===== src/rtl/core_sequencer_if.sv =====
// -----------------------------------------------------------------------------
// core_sequencer_if
// Instruction- and data-memory handshake bundle for core_sequencer.
//   imem_req   : fetch request, held until imem_ack
//   imem_addr  : 10-bit word address of the fetch (the sequencer PC)
//   imem_ack   : fetch data valid this cycle
//   imem_rdata : fetched instruction word
//   dmem_req   : data access request, held until dmem_ack
//   dmem_we    : 1 = store, 0 = load; valid with dmem_req
//   dmem_ack   : data access complete
// Modports: master = sequencer side, slave = memory side.
// -----------------------------------------------------------------------------
interface core_sequencer_if;
  logic        imem_req;
  logic [9:0]  imem_addr;
  logic        imem_ack;
  logic [31:0] imem_rdata;
  logic        dmem_req;
  logic        dmem_we;
  logic        dmem_ack;

  modport master (
    output imem_req, imem_addr, dmem_req, dmem_we,
    input  imem_ack, imem_rdata, dmem_ack
  );

  modport slave (
    input  imem_req, imem_addr, dmem_req, dmem_we,
    output imem_ack, imem_rdata, dmem_ack
  );
endinterface


===== src/rtl/core_sequencer.sv =====
// -----------------------------------------------------------------------------
// core_sequencer
// Multi-cycle sequencer for a single-issue RV32 datapath. Owns the 10-bit word
// PC, fetches over a req/ack port, hands the latched instruction to an external
// combinational decoder, and walks FETCH/DECODE/EXEC/MEM/WB. BEQ/JAL next-PC is
// resolved in WB, ECALL halts, and a memory wait longer than WAIT_LIMIT faults.
//
// Ports:
//   clk, rst          : clock (rising edge), asynchronous active-high reset
//   start_i           : one-cycle pulse, begins execution (IDLE only)
//   mem_if            : imem/dmem handshake bundle (core_sequencer_if.master)
//   instr_o           : latched instruction driven to the decoder
//   alu_op_on_i, load_on_i, store_on_i, branch_i, jump_i : decoder flags
//   alu_zero_i        : ALU result == 0, sampled in EXEC
//   reg_we_o          : one-cycle register-file write strobe (WB)
//   pc_o              : current word PC
//   busy_o            : high in any state except IDLE, HALT, FAULT
//   halted_o, fault_o : sticky HALT / FAULT indications
//   illegal_op_o      : only with SEQ_ILLEGAL_TRAP_EN, set with an opcode fault
//
// Build option: define SEQ_ILLEGAL_TRAP_EN to fault on unsupported opcodes in
// DECODE; without it unknown opcodes execute as NOPs.
// -----------------------------------------------------------------------------
module core_sequencer #(
  parameter logic [9:0]  RESET_PC   = 10'd0,
  parameter int unsigned WAIT_LIMIT = 15
) (
  input  logic         clk,
  input  logic         rst,
  input  logic         start_i,
  core_sequencer_if.master mem_if,
  output logic [31:0]  instr_o,
  input  logic         alu_op_on_i,
  input  logic         load_on_i,
  input  logic         store_on_i,
  input  logic         branch_i,
  input  logic         jump_i,
  input  logic         alu_zero_i,
  output logic         reg_we_o,
  output logic [9:0]   pc_o,
  output logic         busy_o,
  output logic         halted_o,
`ifdef SEQ_ILLEGAL_TRAP_EN
  output logic         illegal_op_o,
`endif
  output logic         fault_o
);

  localparam logic [7:0]  WaitLimit = 8'(WAIT_LIMIT);
  localparam logic [31:0] Ecall     = 32'h0000_0073;

  typedef enum logic [2:0] {
    StIdle, StFetch, StDecode, StExec, StMem, StWb, StHalt, StFault
  } state_e;

  state_e      state_q, state_d;
  logic [9:0]  pc_q, pc_d;
  logic [31:0] instr_q, instr_d;
  logic [7:0]  wait_q, wait_d;
  logic        taken_q, taken_d;

  logic [7:0]  wait_inc;
  logic [9:0]  j_off, b_off;
  logic        imem_req, dmem_req, dmem_we, reg_we;

`ifdef SEQ_ILLEGAL_TRAP_EN
  logic illegal_q, illegal_d;

  function automatic logic opcode_legal(input logic [6:0] op);
    case (op)
      7'b0110011, 7'b0010011, 7'b0000011, 7'b0100011,
      7'b1100011, 7'b1101111, 7'b1110011: opcode_legal = 1'b1;
      default:                            opcode_legal = 1'b0;
    endcase
  endfunction
`endif

  assign wait_inc = wait_q + 8'd1;

  // Word offsets are bits [11:2] of the byte immediates; higher bits vanish
  // in the modulo-1024 PC arithmetic.
  assign j_off = {instr_q[20], instr_q[30:22]};
  assign b_off = {instr_q[7], instr_q[30:25], instr_q[11:9]};

  always_ff @(posedge clk or posedge rst) begin
    if (rst) begin
      state_q   <= StIdle;
      pc_q      <= RESET_PC;
      instr_q   <= '0;
      wait_q    <= '0;
      taken_q   <= 1'b0;
`ifdef SEQ_ILLEGAL_TRAP_EN
      illegal_q <= 1'b0;
`endif
    end else begin
      state_q   <= state_d;
      pc_q      <= pc_d;
      instr_q   <= instr_d;
      wait_q    <= wait_d;
      taken_q   <= taken_d;
`ifdef SEQ_ILLEGAL_TRAP_EN
      illegal_q <= illegal_d;
`endif
    end
  end

  always_comb begin
    state_d   = state_q;
    pc_d      = pc_q;
    instr_d   = instr_q;
    wait_d    = wait_q;
    taken_d   = taken_q;
`ifdef SEQ_ILLEGAL_TRAP_EN
    illegal_d = illegal_q;
`endif
    imem_req  = 1'b0;
    dmem_req  = 1'b0;
    dmem_we   = 1'b0;
    reg_we    = 1'b0;

    case (state_q)
      StIdle: begin
        if (start_i) state_d = StFetch;
      end
      StFetch: begin
        imem_req = 1'b1;
        // Ack wins even on the cycle that would exhaust the wait budget.
        if (mem_if.imem_ack) begin
          instr_d = mem_if.imem_rdata;
          state_d = StDecode;
        end else if (wait_inc == WaitLimit) begin
          state_d = StFault;
        end else begin
          wait_d = wait_inc;
        end
      end
      StDecode: begin
        if (instr_q == Ecall) begin
          state_d = StHalt;
`ifdef SEQ_ILLEGAL_TRAP_EN
        end else if (!opcode_legal(instr_q[6:0])) begin
          state_d   = StFault;
          illegal_d = 1'b1;
`endif
        end else begin
          state_d = StExec;
        end
      end
      StExec: begin
        taken_d = branch_i & alu_zero_i;
        // JAL also raises load_on; jump keeps it out of MEM.
        if ((load_on_i | store_on_i) && !jump_i) state_d = StMem;
        else                                     state_d = StWb;
      end
      StMem: begin
        dmem_req = 1'b1;
        dmem_we  = store_on_i;
        if (mem_if.dmem_ack) begin
          state_d = StWb;
        end else if (wait_inc == WaitLimit) begin
          state_d = StFault;
        end else begin
          wait_d = wait_inc;
        end
      end
      StWb: begin
        reg_we = (alu_op_on_i | load_on_i | jump_i) && (instr_q[11:7] != 5'd0);
        if (jump_i)       pc_d = pc_q + j_off;
        else if (taken_q) pc_d = pc_q + b_off;
        else              pc_d = pc_q + 10'd1;
        state_d = StFetch;
      end
      StHalt, StFault: begin
        // Sticky until rst.
      end
      default: state_d = StIdle;
    endcase

    // The wait counter is shared by FETCH and MEM; every state entry restarts it.
    if (state_d != state_q) wait_d = '0;
  end

  assign mem_if.imem_req  = imem_req;
  assign mem_if.imem_addr = pc_q;
  assign mem_if.dmem_req  = dmem_req;
  assign mem_if.dmem_we   = dmem_we;

  assign instr_o  = instr_q;
  assign reg_we_o = reg_we;
  assign pc_o     = pc_q;
  assign busy_o   = !(state_q inside {StIdle, StHalt, StFault});
  assign halted_o = (state_q == StHalt);
  assign fault_o  = (state_q == StFault);
`ifdef SEQ_ILLEGAL_TRAP_EN
  assign illegal_op_o = illegal_q;
`endif

endmodule


===== src/flat_wrapper.sv =====
// flat-port wrapper written by rule: the top's interface ports become plain ports
module core_sequencer_flat 
#(
  parameter logic [9:0]  RESET_PC   = 10'd0,
  parameter int unsigned WAIT_LIMIT = 15
)
  (clk, rst, start_i, instr_o, alu_op_on_i, load_on_i, store_on_i, branch_i, jump_i, alu_zero_i, reg_we_o, pc_o, busy_o, halted_o, fault_o, mem_if_imem_req, mem_if_imem_addr, mem_if_dmem_req, mem_if_dmem_we, mem_if_imem_ack, mem_if_imem_rdata, mem_if_dmem_ack);
  core_sequencer_if mem_if_i ();
  input  logic clk;
  input  logic rst;
  input  logic start_i;
  output logic [31:0] instr_o;
  input  logic alu_op_on_i;
  input  logic load_on_i;
  input  logic store_on_i;
  input  logic branch_i;
  input  logic jump_i;
  input  logic alu_zero_i;
  output logic reg_we_o;
  output logic [9:0] pc_o;
  output logic busy_o;
  output logic halted_o;
  output logic fault_o;
  output wire logic [$bits(mem_if_i.imem_req)-1:0] mem_if_imem_req;
  output wire logic [$bits(mem_if_i.imem_addr)-1:0] mem_if_imem_addr;
  output wire logic [$bits(mem_if_i.dmem_req)-1:0] mem_if_dmem_req;
  output wire logic [$bits(mem_if_i.dmem_we)-1:0] mem_if_dmem_we;
  input wire logic [$bits(mem_if_i.imem_ack)-1:0] mem_if_imem_ack;
  input wire logic [$bits(mem_if_i.imem_rdata)-1:0] mem_if_imem_rdata;
  input wire logic [$bits(mem_if_i.dmem_ack)-1:0] mem_if_dmem_ack;
  assign mem_if_imem_req = mem_if_i.imem_req;
  assign mem_if_imem_addr = mem_if_i.imem_addr;
  assign mem_if_dmem_req = mem_if_i.dmem_req;
  assign mem_if_dmem_we = mem_if_i.dmem_we;
  assign mem_if_i.imem_ack = mem_if_imem_ack;
  assign mem_if_i.imem_rdata = mem_if_imem_rdata;
  assign mem_if_i.dmem_ack = mem_if_dmem_ack;
  core_sequencer #(.RESET_PC(RESET_PC), .WAIT_LIMIT(WAIT_LIMIT)) u_core (.clk(clk), .rst(rst), .start_i(start_i), .mem_if(mem_if_i), .instr_o(instr_o), .alu_op_on_i(alu_op_on_i), .load_on_i(load_on_i), .store_on_i(store_on_i), .branch_i(branch_i), .jump_i(jump_i), .alu_zero_i(alu_zero_i), .reg_we_o(reg_we_o), .pc_o(pc_o), .busy_o(busy_o), .halted_o(halted_o), .fault_o(fault_o));
endmodule

===== config.mk =====
export PLATFORM = sky130hd
export DESIGN_NAME = core_sequencer_flat
export DESIGN_NICKNAME = d
export VERILOG_FILES = /design/src/rtl/core_sequencer_if.sv /design/src/rtl/core_sequencer.sv /design/src/flat_wrapper.sv
export SDC_FILE = /design/constraint.sdc
export NUM_CORES = 1
export LEC_CHECK = 0
export ABC_AREA = 1
export ABC_CLOCK_PERIOD_IN_PS = 2000
export BUFFER_PORTS_ARGS = -buffer_cell sky130_fd_sc_hd__buf_4
export CORE_UTILIZATION = 46
export DETAILED_ROUTE_END_ITERATION = 8
export GPL_ROUTABILITY_DRIVEN = 1
export PLACE_DENSITY = 0.76
export SKIP_LAST_GASP = 1
export SYNTH_ARGS = -nofsm -noshare
export SYNTH_HDL_FRONTEND = slang
export SYNTH_SLANG_ARGS = --single-unit
export TNS_END_PERCENT = 100

===== constraint.sdc =====
create_clock -name clk -period 2 [get_ports clk]
set_clock_uncertainty 0.15 [all_clocks]
set_input_delay 0.1 -clock clk [delete_from_list [all_inputs] [get_ports clk]]
set_output_delay 0.1 -clock clk [all_outputs]
set_load 0.05 [all_outputs]

==> flow_metrics.py <==
metrics = {
    "sta": {
        "slew_viol_final": 0,
        "relSlewSlack_pct": 65.4,
        "whs_ns": 0.118,
        "post-route-period-util_pct": 114,
        "tns_ns": -1.46,
        "tightest_slew_ns": 0.518,
        "layout_setup_ws_ns": -0.280,
        "setup_violations": 15,
        "final.min_clock_period_ns": 2.28,
        "max_freq_ghz": 0.439,
        "rsz0062_at_grt": "true",
        "finalHoldViolations": 0,
    },
    "worst_setup_path": {
        "critPathMaxFanout": 3,
        "crit_chain": "nor3_2, a21oi_2, ha_2, fa_2, a21oi_2, o21ai_2, inv_2, o21ai_1, a21oi_1, xor2_1, o21ai_1",
        "crit_arrival_ns": 2.35,
        "path_class": "flop to flop",
        "slowest_delay_ns": 0.42,
        "crit_path_end_kind": "flop",
        "crit_required_ns": 2.07,
        "critPathSlowestCell": "dfrtp_2",
        "startpoint_type": "flop",
    },
    "clock_tree": {
        "clock_latency_ns": 0.32,
        "clock-sinks": 54,
        "cts_buffers": 5,
        "tritoncts": "done",
        "cts_buffer_depth": 2,
        "clk_pin_slew_worst_paths_ns": 0.11,
        "clockRootBuffer": "clkbuf_8",
        "cts-htree-levels": 2,
    },
    "finish": {
        "drive_gt1_share_pct": 40.7,
        "diodes": 0,
        "final_common_cell": "buf_4",
        "area_growth_pct": 58.0,
        "finish.instance_area_um2": 4960,
        "utilization_pct": 76.8,
        "nets": 654,
        "final_cell_mix": "buf_4 (148), nand2_1 (117), dfrtp_1 (46), inv_1 (42), dlygate4sd3_1 (36)",
    },
    "yosys": {
        "synth_area_leaders": "dfrtp_1 (43%), nand2_1 (16%), inv_1 (6.1%)",
        "synthAdderAreaFrac_pct": 5.02,
        "synth_xor_xnor_area_share_pct": 2.23,
        "synth.distinct_cells": 32,
        "synth_top_area_share_pct": 43.0,
        "synth_top_family_by_area": "simple AND/OR/NAND/NOR gates",
        "avgSynthCellArea_um2": 7.42,
        "netlist_area_um2": 3140,
        "yosys.area.top_type": "dfrtp_1",
        "ys_ff_latch": 54,
        "synth-compound-area-share_pct": 10.8,
        "syn_nets": 478,
        "yosys_warnings": 0,
        "muxShareOfSynthArea_pct": 0,
        "synth-simple-area-share_pct": 28.6,
        "ys_seq_area_share_pct": 43.0,
        "netlist_instances": 423,
    },
    "floorplan": {
        "placementRows": 29,
        "boundaryPins": 102,
        "die_h_um": 84.6,
        "die_w_um": 84.6,
        "initial_core_util_pct": 48.6,
        "die-area_um2": 7160,
        "placeableCoreArea_um2": 6460,
    },
    "detailed_routing": {
        "wl_per_cell_um": 13.9,
        "dr.pass1.iters": 6,
        "routed_via_density": 5.07,
        "drt_first_iter_violations": 156,
        "drt-total-wl_mm": 9.42,
        "drc": 3,
        "drtAntennaViolNets": 0,
        "via_count": 3431,
    },
    "run_status": {
        "violations": "design-rule violations, negative setup slack",
        "outcome": "complete, but fails checks",
    },
    "grt": {
        "grt-ovfl-total": 0,
        "grt_pass1_vias": 3399,
        "grt_antenna_before_repair": 0,
        "grt_max_degree": 46,
        "grt_pass1_wl_mm": 15.4,
        "grt_use_total_pct": 26.9,
    },
    "place": {
        "post-place-ws_ns": -0.250,
        "numPortBuffers": 101,
        "post_dp_cell_area_um2": 4220,
        "dp_hpwl_mm": 6.39,
        "place_congestion": 0.865,
    },
    "flow_run": {
        "maxCapViolations": 0,
    },
    "pwr": {
        "pwr_density_cell_nw_per_um2": 1840,
        "ir_worst_vdd_v": 0.00105,
        "power_leakage_nw": 2.47,
    },
    "worst_hold_path": {
        "hold_path_class": "primary input to flop",
    },
}
==> final timing paths <==
check / start / endpoint / slack [ns] / cells after the start
worst max register to register: u_core.instr_o[9] / u_core.mem_if.imem_addr[6] / -0.28 / 11
worst max-delay path: u_core.instr_o[9] / u_core.mem_if.imem_addr[6] / -0.28 / 11
min in group asynchronous: rst / u_core.instr_o[21] / 0.23 / 3
worst min register to register: u_core.instr_o[18] / u_core.instr_o[18] / 0.36 / 2
worst min-delay path: mem_if_dmem_ack / u_core.state_q[1] / 0.12 / 5
max in group asynchronous: rst / u_core.wait_q[5] / 0.80 / 4
==> state kept, by name (all words and copies together), names as in the netlist <==
name	flops
u_core.instr_o	32
u_core.mem_if.imem_addr	10
u_core.state_q	3
u_core.taken_q	1
u_core.wait_q	8
==> cells by family after synthesis <==
kind of cell               after synthesis
xor gates and xnor gates                 8
AOI/OAI and AO/OA                       62
buffers and inverters                   73
and+or+nand+nor                        214
DFF                                     54
adders and majority gates               12
==> synth_stat cells (all sizes together) <==
cell type,n
clkbuf,2
a31oi,2
a31o,1
a21o,2
xnor2,2
buf,16
nor3,7
o21ai,42
o21bai,1
fa,1
dfrtp,54
inv,55
ha,11
o221ai,1
nand3,18
nand2,132
xor2,6
a21oi,12
nand4,4
o211ai,1
nor2,53
==> timing repair <==
action,CTS,global route
endpoints found under the setup margin,12,35
pin swaps,6,29
cloned,0,0
gates resized for setup,4,67
endpoints found under the hold margin,57,0
setup buffers,4,10
hold buffers,36,0
==> where the power goes <==
part	internal, mW	switching [mW]	total (mW)	leakage [nW]
Clock	0.258	0.403	0.661	0.0462
Sequential	1.56	0.447	2.01	0.672
Combinational	2.29	4.15	6.44	1.75
==> stage by stage <==
step | total power [mW] | std cells
3_5_place_dp | 7.85 | 621
6_report | 9.11 | 677
3_3_place_gp | 7.71 | 621
5_1_grt | 9.66 | 677
2_1_floorplan | 5.92 | 423
4_1_cts | 8.61 | 669
==> final cells by class <==
class                      count  area [um^2]
sequential                    54         1360
clock inverter                 2         17.5
multi-input combinational    296         1690
timing repair buffer         187         1510
fill                         426         1500
tap                           77         96.3
inverter                      55          214
clock buffer                   6         72.6
==> critical path, delay by kind of cell (launching register included) <==
kind	cells	cell delay [ns]
AO/OA/AOI/OAI	6	0.59
adder cells (fa/ha/maj)	2	0.58
flip-flops	1	0.42
AND/OR/NAND/NOR	1	0.18
XOR/XNOR	1	0.18
buffers and inverters	1	0.07
==> per-layer routing <==
layer	vias to the layer above	track usage [%]	wire length, um
met5	-	0	0
met2	124	45.5	4840
li1	1675	-	-
met3	22	6.69	591
met1	1610	33.5	3800
met4	0	9.86	198
No activity file was read; power rests on OpenSTA's default activity.
